File: src/rtl/rs232_pkg.sv
// -----------------------------------------------------------------------------
// rs232_pkg
// Shared definitions for the RS-232 tap: playback record layout, opcodes,
// FSM state encodings and the bit positions of the 16 tap lines.
// The capture path uses the same line-bit constants, so line words coming back
// from the host can be replayed exactly as they were captured.
// -----------------------------------------------------------------------------
package rs232_pkg;

   // A playback record is fixed at 8 bytes; the host tool depends on this size.
   localparam int REC_BYTES = 8;
   localparam int REC_BITS  = REC_BYTES * 8;

   // Byte offsets inside a record (big-endian, byte 0 arrives first).
   localparam int OFS_OPCODE = 0;
   localparam int OFS_DELAY  = 1;
   localparam int OFS_RSVD   = 5;
   localparam int OFS_LINES  = 6;

   localparam logic [7:0] OPC_DRIVE = 8'h00;

   // Record as it sits in the shift register: byte 0 ends up in the MSBs.
   typedef struct packed {
      logic [7:0]  opcode;
      logic [31:0] delay;
      logic [7:0]  rsvd;
      logic [15:0] lines;
   } play_rec_t;

   typedef enum logic [2:0] {
      ST_IDLE     = 3'd0,
      ST_FETCH    = 3'd1,
      ST_WAIT     = 3'd2,
      ST_APPLY    = 3'd3,
      ST_ARM      = 3'd4,
      ST_ARM_WAIT = 3'd5
   } play_state_e;

   // Bit positions of the tap lines inside a 16-bit line word.
   localparam int LINE_A_RTS = 15;
   localparam int LINE_A_TXD = 14;
   localparam int LINE_A_DTR = 13;
   localparam int LINE_B_CD  = 12;
   localparam int LINE_B_DSR = 11;
   localparam int LINE_B_RXD = 10;
   localparam int LINE_B_CTS = 9;
   localparam int LINE_B_RI  = 8;
   localparam int LINE_C_RTS = 7;
   localparam int LINE_C_TXD = 6;
   localparam int LINE_C_DTR = 5;
   localparam int LINE_D_CD  = 4;
   localparam int LINE_D_DSR = 3;
   localparam int LINE_D_RXD = 2;
   localparam int LINE_D_CTS = 1;
   localparam int LINE_D_RI  = 0;

endpackage

File: src/rtl/rs232_sync2.sv
// -----------------------------------------------------------------------------
// rs232_sync2
// Two-flop synchronizer for single-bit level signals arriving from the ULPI
// clock domain.
// Ports:
//   clk_50  - destination clock
//   reset   - asynchronous, active-high reset (output reads 0)
//   d       - asynchronous input level
//   q       - synchronized level, two clk_50 edges behind d
// -----------------------------------------------------------------------------
module rs232_sync2 (
   input  logic clk_50,
   input  logic reset,
   input  logic d,
   output logic q
);

   logic meta_q;
   logic sync_q;

   // First stage may go metastable; only the second stage is used downstream.
   always_ff @(posedge clk_50 or posedge reset) begin
      if (reset) begin
         meta_q <= 1'b0;
         sync_q <= 1'b0;
      end else begin
         meta_q <= d;
         sync_q <= meta_q;
      end
   end

   assign q = sync_q;

endmodule

File: src/rtl/rs232_playback.sv
// -----------------------------------------------------------------------------
// rs232_playback
// Host-to-device playback engine. Drains 8-byte records from the USB OUT
// endpoint buffer and drives the 16 RS-232 tap lines at scheduled times.
// Each record is {opcode, delay[31:0], reserved, line_word[15:0]}; opcode
// 0x00 drives line_word onto line_out, any other opcode is skipped.
//
// Build option:
//   RS232_PLAY_ABSTIME_EN - delay field is an absolute timestamp compared
//                           against a free-running tick counter instead of a
//                           relative countdown.
//
// Ports:
//   clk_50           - system clock
//   reset            - asynchronous, active-high reset
//   play_en          - playback enable; dropping it mid-record aborts
//   buf_out_addr     - OUT buffer byte address
//   buf_out_q        - OUT buffer read data, READ_LAT clocks after address
//   buf_out_len      - valid byte count of the filled buffer
//   buf_out_hasdata  - buffer filled (ULPI domain, synchronized here)
//   buf_out_arm      - release buffer back to the USB core
//   buf_out_arm_ack  - release acknowledge (ULPI domain, synchronized here)
//   line_out         - tap line word, IDLE_LINES when not playing
//   active           - playback owns the RS-232 pins
//   err_len          - sticky: a buffer length was not a multiple of 8
//   rec_count        - number of DRIVE records applied since reset (wraps)
// -----------------------------------------------------------------------------
module rs232_playback
   import rs232_pkg::*;
#(
   parameter logic [15:0] IDLE_LINES = 16'hFFFF,
   parameter int          READ_LAT   = 2
) (
   input  logic        clk_50,
   input  logic        reset,
   input  logic        play_en,
   output logic [8:0]  buf_out_addr,
   input  logic [7:0]  buf_out_q,
   input  logic [9:0]  buf_out_len,
   input  logic        buf_out_hasdata,
   output logic        buf_out_arm,
   input  logic        buf_out_arm_ack,
   output logic [15:0] line_out,
   output logic        active,
   output logic        err_len,
   output logic [15:0] rec_count
);

   // Fetch lasts REC_BYTES address cycles plus READ_LAT cycles of read latency.
   localparam int FCNT_W = $clog2(REC_BYTES + READ_LAT);
   localparam logic [FCNT_W-1:0] FETCH_LAST = FCNT_W'(REC_BYTES + READ_LAT - 1);
   localparam logic [FCNT_W-1:0] BYTE_LAST  = FCNT_W'(REC_BYTES - 1);
   localparam logic [FCNT_W-1:0] READ_LAT_C = FCNT_W'(READ_LAT);

   logic hasdata_s;
   logic arm_ack_s;

   play_state_e       state_q,     state_d;
   logic [15:0]       line_q,      line_d;
   logic              active_q,    active_d;
   logic [8:0]        addr_q,      addr_d;
   logic              arm_q,       arm_d;
   logic              err_len_q,   err_len_d;
   logic [15:0]       rec_count_q, rec_count_d;
   logic [6:0]        nrec_q,      nrec_d;
   logic [6:0]        rec_idx_q,   rec_idx_d;
   logic [FCNT_W-1:0] fcnt_q,      fcnt_d;
   play_rec_t         rec_q,       rec_d;
`ifdef RS232_PLAY_ABSTIME_EN
   logic [31:0]       tick_q,      tick_d;
`else
   logic [31:0]       dly_q,       dly_d;
`endif

   logic abort;

   rs232_sync2 u_sync_hasdata (
      .clk_50 (clk_50),
      .reset  (reset),
      .d      (buf_out_hasdata),
      .q      (hasdata_s)
   );

   rs232_sync2 u_sync_arm_ack (
      .clk_50 (clk_50),
      .reset  (reset),
      .d      (buf_out_arm_ack),
      .q      (arm_ack_s)
   );

   // Losing play_en while a record is in flight throws the rest of the buffer
   // away; the ARM handshake still runs so the USB core gets its buffer back.
   assign abort = !play_en &&
                  (state_q == ST_FETCH || state_q == ST_WAIT || state_q == ST_APPLY);

   // Next-state and next-output logic for the playback FSM. Every register
   // holds by default; the abort override at the end has the final say.
   always_comb begin
      state_d     = state_q;
      line_d      = line_q;
      active_d    = active_q;
      addr_d      = addr_q;
      arm_d       = arm_q;
      err_len_d   = err_len_q;
      rec_count_d = rec_count_q;
      nrec_d      = nrec_q;
      rec_idx_d   = rec_idx_q;
      fcnt_d      = fcnt_q;
      rec_d       = rec_q;
`ifdef RS232_PLAY_ABSTIME_EN
      tick_d      = tick_q + 32'd1;
`else
      dly_d       = dly_q;
`endif

      unique case (state_q)
         ST_IDLE: begin
            // Lines are only handed back to passthrough once play_en falls,
            // so the last driven word survives the gap between buffers.
            if (!play_en) begin
               active_d = 1'b0;
            end
            if (play_en && hasdata_s) begin
               nrec_d    = buf_out_len[9:3];
               rec_idx_d = '0;
               if (buf_out_len[2:0] != 3'd0) begin
                  err_len_d = 1'b1;
               end
               if (buf_out_len[9:3] == 7'd0) begin
                  state_d = ST_ARM;
                  arm_d   = 1'b1;
               end else begin
                  state_d  = ST_FETCH;
                  active_d = 1'b1;
                  addr_d   = '0;
                  fcnt_d   = '0;
`ifdef RS232_PLAY_ABSTIME_EN
                  // Timestamps of a fresh session count from its first fetch.
                  if (!active_q) begin
                     tick_d = '0;
                  end
`endif
               end
            end
         end

         ST_FETCH: begin
            // Addresses run for the first REC_BYTES cycles; bytes are shifted
            // in READ_LAT cycles behind their address.
            if (fcnt_q < BYTE_LAST) begin
               addr_d = addr_q + 9'd1;
            end
            if (fcnt_q >= READ_LAT_C) begin
               rec_d = play_rec_t'({rec_q[REC_BITS-9:0], buf_out_q});
            end
            if (fcnt_q == FETCH_LAST) begin
               state_d = ST_WAIT;
`ifndef RS232_PLAY_ABSTIME_EN
               dly_d   = rec_d.delay;
`endif
            end else begin
               fcnt_d = fcnt_q + 1'b1;
            end
         end

         ST_WAIT: begin
`ifdef RS232_PLAY_ABSTIME_EN
            if (tick_q >= rec_q.delay) begin
               state_d = ST_APPLY;
            end
`else
            if (dly_q == 32'd0) begin
               state_d = ST_APPLY;
            end else begin
               dly_d = dly_q - 32'd1;
            end
`endif
         end

         ST_APPLY: begin
            if (rec_q.opcode == OPC_DRIVE) begin
               line_d      = rec_q.lines;
               rec_count_d = rec_count_q + 16'd1;
            end
            rec_idx_d = rec_idx_q + 7'd1;
            if (rec_idx_d == nrec_q) begin
               state_d = ST_ARM;
               arm_d   = 1'b1;
            end else begin
               state_d = ST_FETCH;
               addr_d  = {rec_idx_d[5:0], 3'b000};
               fcnt_d  = '0;
            end
         end

         ST_ARM: begin
            if (arm_ack_s) begin
               state_d = ST_ARM_WAIT;
               arm_d   = 1'b0;
            end
         end

         ST_ARM_WAIT: begin
            // Wait for the ack to clear so a stale ack cannot release the
            // next buffer; hasdata is not looked at until back in IDLE.
            if (!arm_ack_s) begin
               state_d = ST_IDLE;
            end
         end

         default: begin
            state_d = ST_IDLE;
            arm_d   = 1'b0;
         end
      endcase

      if (abort) begin
         state_d     = ST_ARM;
         arm_d       = 1'b1;
         line_d      = IDLE_LINES;
         active_d    = 1'b0;
         rec_count_d = rec_count_q;
      end
   end

   // State and registered outputs. Reset is asynchronous so buf_out_arm and
   // the tap lines let go immediately, without waiting for a clock edge.
   always_ff @(posedge clk_50 or posedge reset) begin
      if (reset) begin
         state_q     <= ST_IDLE;
         line_q      <= IDLE_LINES;
         active_q    <= 1'b0;
         addr_q      <= '0;
         arm_q       <= 1'b0;
         err_len_q   <= 1'b0;
         rec_count_q <= '0;
         nrec_q      <= '0;
         rec_idx_q   <= '0;
         fcnt_q      <= '0;
         rec_q       <= '0;
`ifdef RS232_PLAY_ABSTIME_EN
         tick_q      <= '0;
`else
         dly_q       <= '0;
`endif
      end else begin
         state_q     <= state_d;
         line_q      <= line_d;
         active_q    <= active_d;
         addr_q      <= addr_d;
         arm_q       <= arm_d;
         err_len_q   <= err_len_d;
         rec_count_q <= rec_count_d;
         nrec_q      <= nrec_d;
         rec_idx_q   <= rec_idx_d;
         fcnt_q      <= fcnt_d;
         rec_q       <= rec_d;
`ifdef RS232_PLAY_ABSTIME_EN
         tick_q      <= tick_d;
`else
         dly_q       <= dly_d;
`endif
      end
   end

   assign buf_out_addr = addr_q;
   assign buf_out_arm  = arm_q;
   assign line_out     = line_q;
   assign active       = active_q;
   assign err_len      = err_len_q;
   assign rec_count    = rec_count_q;

endmodule

File: config.mk
export PLATFORM = sky130hd
export DESIGN_NAME = rs232_playback
export DESIGN_NICKNAME = d
export VERILOG_FILES = /design/src/rtl/rs232_pkg.sv /design/src/rtl/rs232_sync2.sv /design/src/rtl/rs232_playback.sv
export SDC_FILE = /design/constraint.sdc
export NUM_CORES = 1
export LEC_CHECK = 0
export ABC_AREA = 1
export BUFFER_PORTS_ARGS = -buffer_cell sky130_fd_sc_hd__buf_2
export CAP_MARGIN = 20
export CORE_ASPECT_RATIO = 2
export CORE_MARGIN = 8
export CORE_UTILIZATION = 50
export CTS_BUF_LIST = sky130_fd_sc_hd__clkbuf_16
export DETAILED_ROUTE_END_ITERATION = 7
export GPL_ROUTABILITY_DRIVEN = 0
export PLACE_DENSITY = 0.68
export SLEW_MARGIN = 40
export SYNTH_ARGS = -nofsm -noshare
export SYNTH_HDL_FRONTEND = slang
export SYNTH_SLANG_ARGS = --single-unit
File: constraint.sdc
create_clock -name clk_50 -period 15.6 [get_ports clk_50]
set_clock_uncertainty 0.15 [all_clocks]
set_input_delay 1.56 -clock clk_50 [delete_from_list [all_inputs] [get_ports clk_50]]
set_output_delay 1.56 -clock clk_50 [all_outputs]
set_load 0.005 [all_outputs]
==> results.md, run 1 <==
- Port bufs: 66
- Nets: 1210
- Vias: 7502
- Max Cap Viol: 0
- Hold buffers post-CTS: 0
- Fin. Hold Viols: 0
- Buf+Inv Stages, Crit Path: 1
- Synth top cells by count: nand2_1 (307), dfrtp_1 (149), o21ai_0 (128), inv_1 (113), nor2_1 (104)
- Synth Area in Simple Gates: 26.45%
- Post-CTS Repair Setup Buffers: 0
- Die footprint: 22250 µm²
- Synth Area in Adders: 1.144%
- Outcome: complete, no violations
- EDFF count, synth: 0
- First-pass GRT wire length: 35.73 mm
- GR Overflow Total: 0
- Pwr Density: 194.8 nW/µm²
- Min Clock Period, post-route: 2.807 ns
- Synthesized cell area: 8752 µm²
- Yosys top cell by area: dfrtp_1
- CP Max Fanout: 2
- Worst path max stage delay: 0.55 ns
- Pre-CTS setup slack: 12.45 ns
- Main combinational cell family by area after synthesis: simple AND/OR/NAND/NOR gates
- Top area cells in the synthesized netlist: dfrtp_1 (43%), nand2_1 (13%), o21ai_0 (7.3%)
- Worst-path clk slew: 0.06 ns
- CP Data Arrival Time: 1.10 ns
- Crit path from: line_out[10]$_DFFE_PP1P_
- Max Slew Vio Count: 0
- CTS Buf Count: 17
- Complex-gate fraction of the synthesized area: 12.78%
- Total Wirelength: 21.29 mm
- Setup Viol. Count Final: 0
- Post-route DRC: 0
- Initial antenna violation count: 0
- Post-synthesis xor/xnor area fraction: 2.902%
- Slowest stage cell on the critical path: dfstp_2
- Final non-filler cell total: 1402
- Critical Path Sink Type: output pin
- Rel. slew slack: 49.86%
- Critical path cell sequence: buf_2
- Total GRT Usage: 20.32%
- Worst vdd ir: 0.1287 mV
- Clk sink count: 165
- Row count: 68
- Distinct cells, synth: 39
- Post-DP HPWL: 15.07 mm
- Ys flop type: dfrtp_1
- Number of nets with antenna violations after routing: 0
- CP Depth: 1
- Max Buffers Root-to-Sink: 2
- Seq/Total Area, Yosys: 47.41%
- DR WL/cell: 15.18 µm
- Crit Reg-Reg Startpoint: fcnt_q[0]$_DFFE_PP0P_
- HP Class: reg -> reg
- Hold Path Stages: 0
- Largest net degree at the start of global routing: 116
- Final Cycle Share: 17.99%
- Vias in the first global route: 7392
- Syn Inst Count: 1132
- CTS tree: done
- Setup ws final: 12.79 ns
- Number of synthesized register bits: 165
- Starting DRC count in detailed routing: 465
- Flop-to-flop setup slack: 13.10 ns
- FF-to-FF End: rec_q[41]$_DFFE_PP0P_
- R2R depth: 7
- Skew-Pair Late Insertion Delay: 0.43 ns
- Drt pass-1 iters: 5
- CP startpoint kind: flop
- Post-synth top area share: 42.60%
- Measured slew at the worst slew-check pin: 0.7472 ns
- RSZ-0062 raised after global routing: no
- Area growth syn-to-layout: 12.42%
- WS Path Type: reg -> out
- Starting Density: 50.92%
- Hold path startpoint: u_sync_arm_ack.meta_q$_DFF_PP0_
- Static Leak: 0.004874 µW
- # H-tree levels: 4
- Async set or reset register ratio after synthesis: 100.0%
- Antenna cell count: 0
- Root buffer cell: clkbuf_16
- Die Ht: 203.1 µm
- Worst Hold End: u_sync_arm_ack.q$_DFF_PP0_
- Crit-path leading delay family: flip-flops
- Placed instance count: 1370
- Fin Setup TNS: 0 ns
- Horiz. Die Dim: 109.6 µm
- Synth Net Count: 1163
- Synth warn: 0
- Most common cell in the netlist: nand2_1
- Syn Area/Cell: 7.732 µm²
- Core Region: 17190 µm²
- Required @ worst endpoint: 13.89 ns
- Post-synthesis mux area share: 1.658%
- Routed vias/inst: 5.351
- Layout cells sized above 1: 13.59%
- Max Freq: 356.3 MHz
- Cts repair resizes: 0
- Ports: 67
## through the flow
step | util, % | power [µW] | hold WS [ns] | instance area [µm²]
3_3_place_gp | 53.41 | 1446 | 0.1850 | 9179
4_1_cts | 57.24 | 1926 | 0.2022 | 9837
5_1_grt | 57.25 | 2074 | 0.2080 | 9839
3_5_place_dp | 53.52 | 1462 | 0.1872 | 9199
6_report | 57.25 | 1916 | 0.2003 | 9839
2_1_floorplan | - | 1256 | 0.1812 | 8752
## where the power goes
group	switching (µW)	internal [µW]
registers	112	584
logic	508	257
clock network	172	283
## cells by family (layout without fill, tap and decap cells)
kind of cell	count (synthesis)	in the layout
simple gates	543	543
compound gates	210	210
flops	165	165
buf+inv	164	224
xor+xnor	29	29
mux	13	13
fa+ha+maj	8	8
## state kept, by name, indices dropped and copies added (netlist names), 3 cells and up
signal,count
buf_out_addr,9
dly_q,32
fcnt_q,4
line_out,16
nrec_q,7
rec_count,16
rec_idx_q,7
rec_q,64
state_q,3
## layout by cell type, fill, tap and decap left out, types with 7 or more instances in the layout
| cell type | netlist | layout |
|---|---|---|
| nand2_1 | 307 | 304 |
| dfrtp_1 | 149 | 149 |
| o21ai_0 | 128 | 128 |
| inv_1 | 113 | 113 |
| nor2_1 | 104 | 104 |
| nand3_1 | 78 | 77 |
| buf_2 | 15 | 66 |
| a21oi_1 | 36 | 36 |
| o21ai_1 | 23 | 23 |
| xor2_1 | 22 | 22 |
| nand4_1 | 22 | 22 |
| clkbuf_16 | 0 | 17 |
| o211ai_1 | 16 | 16 |
| dfstp_2 | 16 | 16 |
| mux2_2 | 12 | 12 |
| inv_2 | 9 | 8 |
| nor3_1 | 8 | 8 |
| ha_1 | 8 | 8 |
| xnor2_1 | 7 | 7 |
## worst max-delay path by stage
stage	endpoint	slack, ns
after global placement	dly_q[28]$_DFFE_PP0P_	12.09
after floorplan	active$_DFFE_PP0P_	9.45
after CTS	line_out[10]	12.77
after global routing	line_out[10]	12.76
after detailed placement	dly_q[22]$_DFFE_PP0P_	12.45
final	line_out[10]	12.79
## cell type report
type | count | area [µm²]
clock buffer | 17 | 425.4
clock inverter | 15 | 212.7
fill | 1621 | 7347
inverter | 123 | 474.2
multi-input combinational | 803 | 3959
sequential | 165 | 4149
tap | 210 | 262.8
timing repair buffer | 69 | 356.6
## layer usage
metal / share of wire, % / GRT usage (%)
met4: 3.7 / 10.10
met1: 40 / 22.80
met2: 53 / 35.69
met3: 3.2 / 3.303
met5: 0 / 0
No activity file was read; power rests on OpenSTA's default activity.
==> run 2, diff against run 1 <==
ABC_AREA = 0   (was 1)
PLACE_DENSITY = 0.71   (was 0.68)
clock period = 2.57 ns   (was 15.6 ns; I/O delays follow)
==> run 2 against run 1 <==
  * Combinational power rose to 8.1 times the previous value
  * Final cell count decreased by 20%
  * Synthesized cell count fell by 30%
  * Largest cell class unchanged
  * Sequential power grew to 5.9 times the previous value
  * Non-clock buffer count increased by 70
  * Global-route usage decreased by 0.22 points
==> results.md, run 2 <==
- Max Cap Viol: 0 (unchanged)
- EDFF count, synth: 0 (unchanged)
- Max reg flops: 64 (unchanged)
- Starting Density: 50.38% (-0.55 points)
- Commonest cells after routing, fill and taps aside: dfrtp_1 (149), mux2_2 (81), nand2_1 (79)
- Synthesized cell area: 8362 µm² (-4.5%)
- Starting DRC count in detailed routing: 393 (-15%)
- DR WL/cell: 18.52 µm (+22%)
- RSZ-0062 raised after global routing: yes
- CTS tree: done
- Yosys top cell by area: dfrtp_1
- CP startpoint kind: flop
- Pwr Density: 1272 nW/µm² (+550%)
- Layout cells sized above 1: 29.42% (+16 points)
- Horiz. Die Dim: 107.4 µm (-1.9%)
- Most common cell in the netlist: dfrtp_1
- Setup Viol. Count Final: 0 (unchanged)
- Worst vdd ir: 0.7220 mV (+460%)
- Ports: 67 (unchanged)
- Drt pass-1 iters: 5 (unchanged)
- Seq/Total Area, Yosys: 49.62% (+2.2 points)
- Largest net degree at the start of global routing: 65 (-44%)
- Rel. slew slack: 51.53% (+1.7 points)
- CP Max Fanout: 6 (+4)
- # H-tree levels: 4 (unchanged)
- Total Wirelength: 20.89 mm (-1.9%)
- Die Ht: 198.9 µm (-2.1%)
- Max Slew Vio Count: 0 (unchanged)
- Crit path top cell by count: or3_4
- Synth Net Count: 823 (-29%)
- Async set or reset register ratio after synthesis: 100.0% (unchanged)
- Vias in the first global route: 6736 (-8.9%)
- Max Buffers Root-to-Sink: 2 (unchanged)
- Antenna cell count: 0 (unchanged)
- Post-DP HPWL: 14.51 mm (-3.7%)
- Row count: 67 (-1.5%)
- Synth top cells by count: dfrtp_1 (149), mux2_2 (81), nand2_1 (79), a21oi_1 (46), nor2_1 (44)
- Skew-Pair Late Insertion Delay: 0.43 ns (about the same)
- Slowest stage cell on the critical path: or4_4
- Critical path cell sequence: or3_4, or4_4, or3_4, nor4_1, a31oi_1, o21ai_1
- Port bufs: 66 (unchanged)
- Outcome: complete, no violations
- Min Clock Period, post-route: 2.543 ns
- Total GRT Usage: 20.11% (-0.22 points)
- Clk sink count: 165 (unchanged)
- Syn Inst Count: 792 (-30%)
- Measured slew at the worst slew-check pin: 0.7244 ns (-0.02278 ns)
- Final core occ: 60.89% (+3.6 points)
- Routed vias/inst: 5.949 (+11%)
- Commonest non-fill, non-tap cell in the layout: dfrtp_1
- Vias: 6710 (-11%)
- Largest regs: rec_q: 64 flops, dly_q: 32 flops
- Crit-path leading delay family: simple AND/OR/NAND/NOR gates
- Area growth syn-to-layout: 20.86%
- Distinct cells, synth: 66 (+69%)
- Post-synth top area share: 44.59% (+2.0 points)
- Worst-path clk slew: 0.07 ns (about the same)
- Ys flop type: dfrtp_1
- WS Path Type: reg -> reg
- Critical Path Sink Type: flop
- GR Overflow Total: 0 (unchanged)
- CP Data Arrival Time: 2.73 ns (+1.63 ns)
- Number of nets with antenna violations after routing: 0 (unchanged)
- Final Cycle Share: 98.96%
- Number of synthesized register bits: 165 (unchanged)
- Top reg by flops: rec_q
- Root buffer cell: clkbuf_16
- Fin. Hold Viols: 0 (unchanged)
- Placed instance count: 1074 (-22%)
- Top area cells in the synthesized netlist: dfrtp_1 (45%), mux2_2 (11%), dfstp_2 (5.0%)
- Initial antenna violation count: 0 (unchanged)
- First-pass GRT wire length: 34.46 mm (-3.6%)
- Post-route DRC: 0 (unchanged)
- Final non-filler cell total: 1128 (-20%)
- Synth warn: 0 (unchanged)
- Max Freq: 393.2 MHz
- Syn Area/Cell: 10.56 µm² (+37%)
- Nets: 939 (-22%)
- HP Class: reg -> reg
- Flop-to-flop setup slack: 0.03 ns (-13.07 ns)
- Core Region: 16600 µm² (-3.4%)
- Required @ worst endpoint: 2.76 ns (-11.13 ns)
- Static Leak: 0.004737 µW (-2.8%)
- Worst path max stage delay: 0.55 ns (about the same)
- CTS Buf Count: 17 (unchanged)
- Die footprint: 21370 µm² (-4.0%)
- Buf+Inv Stages, Crit Path: 0 (-1)
run 2: worst register-to-register path, stage by stage (launching register included):
cell and delay (ns):
dfrtp_1 0.41, or3_4 0.42, or4_4 0.55, or3_4 0.38, nor4_1 0.26, a31oi_1 0.13
o21ai_1 0.16
run 2: path summary, 6_finish.rpt:
check	endpoint	from	cells after the start
worst max-delay path	dly_q[29]$_DFFE_PP0P_	dly_q[5]$_DFFE_PP0P_	6
min in group asynchronous	err_len$_DFFE_PP0P_	reset	3
max in group asynchronous	rec_q[51]$_DFFE_PP0P_	reset	5
worst min-delay path	u_sync_arm_ack.q$_DFF_PP0_	u_sync_arm_ack.meta_q$_DFF_PP0_	0
worst min register to register	u_sync_arm_ack.q$_DFF_PP0_	u_sync_arm_ack.meta_q$_DFF_PP0_	0
worst max register to register	dly_q[29]$_DFFE_PP0P_	dly_q[5]$_DFFE_PP0P_	6
run 2: timing repair:
item                                    in CTS  in global routing
endpoints found under the hold margin       38                  0
buffers inserted                             0                  2
cloned                                       0                  0
gates resized for setup                      2                  5
hold buffers                                20                  0
endpoints found under the setup margin       4                 22
run 2: logic make-up after synthesis:
kind of cell | after synthesis | synth area share [%]
compound gates | 171 | 13.26
simple gates | 260 | 16.19
xor+xnor | 29 | 3.367
mux | 102 | 13.42
fa+ha+maj | 8 | 1.197
buf+inv | 57 | 2.948
flops | 165 | 49.62
run 2: layout make-up:
type,count,area (µm²)
clock inverters,15,165.2
repair buffers,139,1045
clock buffers,17,425.4
multi-input cells,570,4003
fillers,1344,6492
inverters,15,60.06
well taps,207,259.0
flip-flops and latches,165,4149
run 2: report_power, final:
group / internal (µW) / switching (µW) / total [µW] / leakage [µW]
Sequential: 3380 / 720 / 4100 / 0.00208
Clock: 1520 / 1060 / 2570 / 0.000287
Combinational: 3020 / 3160 / 6180 / 0.00237
Total: 7920 / 4930 / 12900 / 0.00474
run 2: per-layer routing:
metal / GRT usage [%] / part of all wire [%] / vias up / wire length [µm]
met4: 7.350 / 2.2 / 0 / 466
met3: 3.829 / 4.6 / 30 / 954
met2: 33.34 / 50 / 208 / 10440
met5: 0 / 0 / - / 0
li1: - / - / 3127 / -
met1: 25.34 / 43 / 3345 / 9030
run 2: per-stage QoR:
stage | total power, µW | cell area (µm²) | hold WS (ns) | setup slack [ns] | setup TNS, ns
final | 12850 | 10110 | 0.1991 | 0.02673 | 0
after global routing | 13560 | 10110 | 0.1892 | -0.02576 | -0.04800
after CTS | 12800 | 10070 | 0.1850 | 0.008775 | 0
after detailed placement | 10070 | 9275 | 0.1885 | -0.009108 | -0.02077
after global placement | 9894 | 9275 | 0.1860 | 0.05022 | 0
after floorplan | 8168 | 8366 | 0.1384 | 0.07728 | 0
==> run 3, diff against run 2 <==
CORE_ASPECT_RATIO = 1.25   (was 2)
PLACE_DENSITY = 0.72   (was 0.71)
SETUP_SLACK_MARGIN = 0.15   (was default)
==> run 3 against run 2 <==
  * Routed wire length shrank 1.9%
  * Final cell count increased by 2.7%
  * Register-to-register slack worse by 0.02 ns
  * Largest power group unchanged
  * Setup slack worse by 0.020 ns
  * Via count is 1.2% higher
  * Hold slack got worse by 0.12 ns
  * Clock-buffer cell count unchanged
  * Non-clock buffer count is 17 higher
  * Maximum frequency shrank 0.77%
  * Critical endpoint is now dly_q[2]$_DFFE_PP0P_
  * Global-route usage down 0.45 points
  * Combinational power grew 11%
==> results.md, run 3 (synthesis results as in run 2) <==
- CTS Buf Count: 17 (unchanged)
- Total GRT Usage: 19.66% (-0.45 points)
- Max Freq: 390.2 MHz (-0.77%)
- First-pass GRT wire length: 34.13 mm (-0.96%)
- Horiz. Die Dim: 131.7 µm (+23%)
- Area growth syn-to-layout: 24.50%
- Port bufs: 66 (unchanged)
- Rel. slew slack: 55.84% (+4.3 points)
- WS Path Type: reg -> reg
- Grt met1 use: 22.67% (-2.7 points)
- Number of nets with antenna violations after routing: 0 (unchanged)
- Largest net degree at the start of global routing: 74 (+14%)
- CTS tree: done
- Ports: 67 (unchanged)
- Root buffer cell: clkbuf_16
- CP Max Fanout: 6 (unchanged)
- Static Leak: 0.004841 µW (+2.2%)
- Max reg flops: 64 (unchanged)
- Setup ws final: 0.006990 ns (-0.01974 ns)
- CP Data Arrival Time: 2.73 ns (about the same)
- Initial antenna violation count: 0 (unchanged)
- Outcome: complete, no violations
- Core Region: 16580 µm² (-0.12%)
- Critical Path Sink Type: flop
- HP Class: in -> reg
- Vias in the first global route: 6750 (+0.21%)
- Final Cycle Share: 99.73% (+0.77 points)
- Pre-CTS setup slack: -0.02286 ns (-0.01376 ns)
- Commonest non-fill, non-tap cell in the layout: dfrtp_1
- Placed instance count: 1091 (+1.6%)
- DR WL/cell: 17.70 µm (-4.4%)
- Row count: 53 (-21%)
- Max Buffers Root-to-Sink: 2 (unchanged)
- Pwr Density: 1303 nW/µm² (+2.5%)
- Fin. Hold Viols: 0 (unchanged)
- Fin Setup TNS: 0 ns (unchanged)
- Die footprint: 21140 µm² (-1.1%)
- Nets: 956 (+1.8%)
- Skew-Pair Late Insertion Delay: 0.44 ns (about the same)
- Starting DRC count in detailed routing: 474 (+21%)
- Starting Density: 50.44% (+0.061 points)
- Min Clock Period, post-route: 2.563 ns (+0.01974 ns)
- Top reg by flops: rec_q
- Setup Viol. Count Final: 0 (unchanged)
- Busiest grt layer: met2
- Post-DP HPWL: 13.68 mm (-5.7%)
- GR Overflow Total: 0 (unchanged)
- Drt pass-1 iters: 5 (unchanged)
- Routed vias/inst: 5.864 (-1.4%)
- Global Route met3 Usage: 4.594% (+0.77 points)
- Required @ worst endpoint: 2.74 ns (-0.02 ns)
- Commonest cells after routing, fill and taps aside: dfrtp_1 (149), mux2_2 (81), nand2_1 (78)
- Post-route DRC: 0 (unchanged)
- Measured slew at the worst slew-check pin: 0.6599 ns (-0.06447 ns)
- Vias: 6790 (+1.2%)
- Final non-filler cell total: 1158 (+2.7%)
- Max Cap Viol: 0 (unchanged)
- WHS: 0.08000 ns (-0.1191 ns)
- Worst-path clk slew: 0.07 ns (about the same)
- Clk sink count: 165 (unchanged)
- Layout cells sized above 1: 33.16% (+3.7 points)
- RSZ-0062 raised after global routing: yes
- Antenna cell count: 0 (unchanged)
- Max Slew Vio Count: 0 (unchanged)
- GR Util met2: 33.45% (+0.11 points)
- Worst vdd ir: 0.7188 mV (-0.45%)
- Die Ht: 160.6 µm (-19%)
- CP startpoint kind: flop
- # H-tree levels: 4 (unchanged)
- Total Wirelength: 20.49 mm (-1.9%)
- Largest regs: rec_q: 64 flops, dly_q: 32 flops
-- run 3: area by class of cell --
type	count	area [µm²]
Clock buffer	17	425.4
Timing Repair Buffer	156	1167
Sequential cell	165	4149
Clock inverter	15	177.7
Fill cell	1307	6168
Multi-Input combinational cell	570	4155
Tap cell	220	275.3
Inverter	15	60.06
-- run 3: timing repair --
action | in CTS | in global routing
endpoints found under the hold margin | 34 | 0
pin swaps | 3 | 8
resized for setup | 15 | 25
setup buffers | 6 | 9
endpoints found under the setup margin | 20 | 38
hold buffers | 20 | 0
-- run 3: metrics by stage --
| step | instance area [µm²] | util (%) | power [µW] |
|---|---|---|---|
| 3_3_place_gp | 9320 | 56.22 | 10050 |
| 6_report | 10410 | 62.79 | 13570 |
| 4_1_cts | 10240 | 61.77 | 13080 |
| 5_1_grt | 10410 | 62.79 | 14410 |
| 3_5_place_dp | 9320 | 56.22 | 10160 |
| 2_1_floorplan | 8377 | - | 8246 |
-- run 3: path summary, 6_finish.rpt --
check	startpoint	endpoint	slack, ns	cells after the start
setup reg to reg	dly_q[1]$_DFFE_PP0P_	dly_q[2]$_DFFE_PP0P_	0.007	9
hold / removal	play_en	state_q[1]$_DFFE_PP0P_	0.08	2
min in group asynchronous	reset	rec_q[2]$_DFFE_PP0P_	0.19	3
max in group asynchronous	reset	rec_q[36]$_DFFE_PP0P_	1.37	4
hold reg to reg	u_sync_hasdata.meta_q$_DFF_PP0_	u_sync_hasdata.q$_DFF_PP0_	0.21	0
setup / recovery	dly_q[1]$_DFFE_PP0P_	dly_q[2]$_DFFE_PP0P_	0.007	9
-- run 3: worst max-delay path: stages (launching register included) --
cell,delay (ns)
dfrtp_1,0.40
inv_2,0.09
ha_4,0.14
or4b_4,0.47
nor4_4,0.17
or4b_4,0.54
nand2_8,0.13
buf_12,0.12
nor2_2,0.04
o22a_1,0.20
-- run 3: power by group --
part / leakage (µW) / internal (µW) / switching [µW]
clock: 0.000299 / 1400 / 1210
sequential: 0.00208 / 3380 / 737
combinational: 0.00246 / 3490 / 3360
-- run 3: metal layers --
| metal | share of wire, % | wire (µm) | up-vias |
|---|---|---|---|
| met3 | 4.3 | 878 | 58 |
| met2 | 51 | 10390 | 176 |
| met4 | 4.0 | 817 | 0 |
| met1 | 41 | 8405 | 3376 |
| met5 | 0 | 0 | - |
| li1 | - | - | 3180 |
